## src/rtl/csi_rx_raw10_unpacker.sv

```systemverilog
// MIPI CSI-2 RAW10 unpacker: 32-bit payload words in, four 10-bit pixels per beat out,
// with per-line group counting and residual-byte error reporting.
module csi_rx_raw10_unpacker #(
    parameter int unsigned COUNT_WIDTH = 14
) (
    input  logic                   clock,
    input  logic                   reset,
    input  logic                   enable,
    input  logic [31:0]            payload,
    input  logic                   payload_enable,
    input  logic                   payload_frame,
    output logic [39:0]            pixel_data,
    output logic                   pixel_enable,
    output logic                   line_valid,
    output logic                   line_end,
    output logic [COUNT_WIDTH-1:0] line_groups,
    output logic                   line_error
);

    localparam int unsigned BUF_BYTES   = 8;
    localparam int unsigned GROUP_BYTES = 5;
    localparam int unsigned WORD_BYTES  = 4;
    localparam int unsigned PIX_W       = 10;

    // Residual bytes carried between words never exceed 4, so the stored count fits in 3 bits.
    logic [BUF_BYTES-1:0][7:0] buf_q;
    logic [2:0]                buf_count_q;
    logic [COUNT_WIDTH-1:0]    group_count_q;
    logic                      armed_q;
    logic                      frame_d_q;
    // Set once payload_frame has been observed low, so frame_d_q is a trustworthy edge
    // reference; a frame still high when reset is released is then not taken as a rising edge.
    logic                      low_seen_q;

    logic                      rise_c;
    logic                      fall_c;
    logic                      accept_c;
    logic                      extract_c;
    logic [BUF_BYTES-1:0][7:0] merged_c;
    logic [BUF_BYTES-1:0][7:0] shifted_c;
    logic [39:0]               pixels_c;

    assign rise_c    = low_seen_q && !frame_d_q && payload_frame;
    assign fall_c    = armed_q && frame_d_q && !payload_frame;
    assign accept_c  = (armed_q || rise_c) && payload_frame && payload_enable;
    assign extract_c = accept_c && (buf_count_q != 3'd0);

    // Append the incoming word after the residual bytes, then pick off the oldest group.
    always_comb begin
        merged_c  = buf_q;
        shifted_c = '0;
        pixels_c  = '0;
        for (int i = 0; i < int'(WORD_BYTES); i++) begin
            merged_c[buf_count_q + 3'(i)] = payload[8*i +: 8];
        end
        for (int j = 0; j < int'(BUF_BYTES - GROUP_BYTES); j++) begin
            shifted_c[j] = merged_c[j + int'(GROUP_BYTES)];
        end
        for (int p = 0; p < 4; p++) begin
            pixels_c[PIX_W*p +: PIX_W] = {merged_c[p], merged_c[4][2*p +: 2]};
        end
    end

    // Framing, buffering, group counting and registered outputs.
    always_ff @(posedge clock) begin
        if (reset) begin
            buf_q         <= '0;
            buf_count_q   <= 3'd0;
            group_count_q <= '0;
            armed_q       <= 1'b0;
            frame_d_q     <= 1'b0;
            low_seen_q    <= 1'b0;
            pixel_data    <= '0;
            pixel_enable  <= 1'b0;
            line_valid    <= 1'b0;
            line_end      <= 1'b0;
            line_groups   <= '0;
            line_error    <= 1'b0;
        end else if (enable) begin
            pixel_enable <= extract_c;
            line_end     <= fall_c;
            line_valid   <= payload_frame && (armed_q || rise_c);
            frame_d_q    <= payload_frame;
            if (!payload_frame) begin
                low_seen_q <= 1'b1;
            end
            if (rise_c) begin
                armed_q <= 1'b1;
            end
            if (extract_c) begin
                pixel_data <= pixels_c;
            end
            // Clearing on the fall cycle leaves the buffer empty for a rise on the very next cycle.
            if (fall_c) begin
                line_groups   <= group_count_q;
                line_error    <= (buf_count_q != 3'd0);
                buf_count_q   <= 3'd0;
                group_count_q <= '0;
            end else if (accept_c) begin
                if (extract_c) begin
                    buf_q       <= shifted_c;
                    buf_count_q <= buf_count_q - 3'd1;
                    if (group_count_q != {COUNT_WIDTH{1'b1}}) begin
                        group_count_q <= group_count_q + COUNT_WIDTH'(1);
                    end
                end else begin
                    buf_q       <= merged_c;
                    buf_count_q <= 3'(WORD_BYTES);
                end
            end
        end
    end

endmodule

```

## config.mk

```make
export PLATFORM = sky130hd
export DESIGN_NAME = csi_rx_raw10_unpacker
export DESIGN_NICKNAME = d
export VERILOG_FILES = /design/src/rtl/csi_rx_raw10_unpacker.sv
export SDC_FILE = /design/constraint.sdc
export NUM_CORES = 1
export LEC_CHECK = 0
export CAP_MARGIN = 0
export CORE_ASPECT_RATIO = 2
export CORE_MARGIN = 2
export CORE_UTILIZATION = 60
export CTS_BUF_LIST = sky130_fd_sc_hd__clkbuf_2 sky130_fd_sc_hd__clkbuf_4 sky130_fd_sc_hd__clkbuf_8
export DETAILED_ROUTE_END_ITERATION = 8
export DONT_BUFFER_PORTS = 1
export PLACE_DENSITY = 0.83
export SYNTH_ARGS = -nofsm -noshare
export SYNTH_HDL_FRONTEND = slang
export SYNTH_SLANG_ARGS = --single-unit
```

## constraint.sdc

```tcl
create_clock -name clock -period 2.8 [get_ports clock]
set_clock_uncertainty 0.1 [all_clocks]
set_input_delay 0 -clock clock [delete_from_list [all_inputs] [get_ports clock]]
set_output_delay 0 -clock clock [all_outputs]
set_load 0.02 [all_outputs]
```

==> impl_metrics.toml <==
[place]
io_buffer_count = 0
routabilityCongestion = 1.06
place_area_sq_um = 8500
dp_hpwl_microns = 22900
dp_slack_ps = 72.4

[routing]
wl_per_cell_microns = 28.2
drcViolationCount = 13
drt-total-wl_microns = 34700
dr_total_vias = 9165
postRouteAntennaNets = 0
drt_iter0_markers = 1335
dr.pass1.iters = 9
avgViaCountPerCell = 7.45

[cts]
clock_path_buffers = 2
numClockSinks = 142
cts_tree = "yes"
clockRootBuffer = "clkbuf_8"
insertion_delay_ps = 460
cts.htree.levels = 4
cts.reportedPaths.clkPinSlew_ps = 100
numCtsBuffers = 17

[worst_setup_path]
start_kind = "flop"
cp.arrival_ps = 3030
r2r_cells = 8
r2r_start = "buf_count_q[0]"
rrSetupSlack_ps = -10
critical_path_class = "reg -> reg"
required_ps = 3020
cp-end-kind = "flop"
rr_endpoint = "pixel_data[15]"
critPathMaxFanout = 10

[floorplanning]
dieHeight_microns = 170
core_area_sq_um = 13400
chipWidth_microns = 87.0
num_rows = 60
fp.dieArea_sq_um = 14800
start_util_pct = 61.6
boundaryPins = 95

[sta]
period_share_pct = 100
layout_min_cycle_time_ps = 2810
max_slew.worst_pin.slew_ps = 1250
slew_violations = 0
slew_headroom_pct = 16.2
layout_setup_ws_ps = -9.54
hold_ws_ps = -3.68
finalSetupViolCount = 1
rsz0062_at_grt = "yes"
fmax_ghz = 0.356
finalHoldViolCount = 1

[global_route]
grt_max_degree = 75
grt_pass1_vias = 8791
antenna_found_initial = 5
grt-ovfl-total = 0
grt_pass1_wl_microns = 51600
gr-usage-all-layers_pct = 47.3

[logic_synthesis]
synthFlopType = "dfxtp_1"
netlist_area_sq_um = 8280
synthArstFlopShare_pct = 0
ys_seq_elements = 142
syn_nets = 1099
synthCells = 1058
syn_avg_cell_area_sq_um = 7.82
synth_edf_count = 0
synth-seq-area-share_pct = 34.4
yosys_warnings = 0
yosysUniqueCellTypes = 60

[hold_path]
hold_depth = 4
hp-start = "payload[7]"
hold_class = "in -> reg"
whs_endpoint = "buf_q[63]"

[layout]
layout_common_cells = "dfxtp_1, nand2_1, nor3_1"
nets = 1099
area_growth_pct = 12.4
design_area_sq_um = 9300
drive_gt1_share_pct = 11.2
layout_commonest_cell = "dfxtp_1"

[pwr]
vdd_ir_drop_max_mv = 0.373
leakagePower_nw = 3.28
power_density_nw_per_um2 = 443

[status]
violations = "design-rule violations, negative hold slack, negative setup slack"
status = "finished with violations"

[flow_run]
maxCapViolCount = 0
[synth_stat cells (11+ instances only)]
master    number  area [sq um]
a211oi_1      58           435
a21oi_1       35           175
a221oi_1      28           245
a22o_1        31           272
and2_1        14          87.6
buf_2         31           155
clkbuf_1      67           251
dfxtp_1      142          2840
mux2i_1       39           390
nand2_1      139           522
nand2b_1      11          68.8
nor2_1        84           315
nor2b_1       14          87.6
nor3_1        88           440
nor4_1        13          81.3
o211ai_1      16           120
o21ai_0       44           220
o21ai_1       27           135
[power breakdown]
part	leakage, nW	internal, mW	switching (mW)
Clock	0.204	0.751	0.983
Sequential	1.14	2.03	0.0104
Combinational	1.93	0.111	0.238
Total	3.28	2.89	1.23
[worst max-delay path by stage]
stage	slack, ps	depth (start not counted)	start	endpoint
floorplan	60	11	buf_count_q[1]	pixel_data[22]
global placement	60	8	buf_count_q[0]	pixel_data[16]
detailed placement	70	8	buf_count_q[0]	pixel_data[16]
CTS	30	9	buf_count_q[0]	pixel_data[19]
global route	-10	8	buf_count_q[1]	pixel_data[11]
finish	-10	8	buf_count_q[0]	pixel_data[15]
[worst max-delay path, cell delays in order (launching register included)]
cell and delay, ps:
dfxtp_1 380, inv_1 90, ha_1 340, buf_4 190, nand2b_1 250, o21ai_2 460, a211oi_1 90, a221oi_1 610
a211oi_1 160
[flip-flops by register name, summed over array words and instances (netlist names)]
signal	flops
pixel_enable	1
line_groups	14
frame_d_q	1
buf_count_q	3
low_seen_q	1
armed_q	1
line_valid	1
line_error	1
buf_q	64
line_end	1
pixel_data	40
group_count_q	14
[stage by stage]
stage          instances  total power [mW]  setup TNS [ps]  hold slack (ps)  utilization (%)
6_report            1231              4.12           -9.54            -3.68             69.2
5_1_grt             1229              4.21           -27.6             26.0             69.2
4_1_cts             1225              4.11               0            0.313             68.9
3_5_place_dp        1159              2.29               0            -23.8             63.3
3_3_place_gp        1159              2.29               0            -26.5             63.3
2_1_floorplan       1058              2.26               0              247                -
[layout make-up]
cell class / count / area [sq um]
antenna: 5 / 12.5
clock buffer: 17 / 234
clock inverter: 15 / 168
fill: 1153 / 4140
inverter: 8 / 30.0
multi-input combinational: 797 / 4980
sequential: 142 / 2840
tap: 155 / 194
timing repair buffer: 92 / 831
[cell families (layout without fill, tap and decap cells)]
family | count (synthesis) | count (layout) | share of synthesized area (%)
AND/OR/NAND/NOR | 421 | 421 | 24.9
flip-flops | 142 | 142 | 34.4
other | 0 | 5 | 0
multiplexers | 39 | 39 | 4.72
XOR/XNOR | 7 | 7 | 0.922
adder cells (fa/ha/maj) | 4 | 4 | 0.605
buffers and inverters | 119 | 132 | 6.06
AO/OA/AOI/OAI | 326 | 326 | 28.5
[metal layers]
layer | routed length [microns] | vias to the layer above | global-route usage (%)
met4 | 4290 | 0 | 44.2
met3 | 3830 | 284 | 17.4
met5 | 0 | - | 0
li1 | - | 3959 | -
met2 | 16000 | 722 | 74.9
met1 | 10500 | 4200 | 46.1
[timing repair]
| action | in CTS | in global routing |
|---|---|---|
| hold buffers | 34 | 0 |
| endpoints found under the setup margin | 0 | 8 |
| endpoints found under the hold margin | 142 | 0 |
| resized for setup | 0 | 4 |
| setup buffers | 0 | 1 |
(Power assumes the default switching activity.)
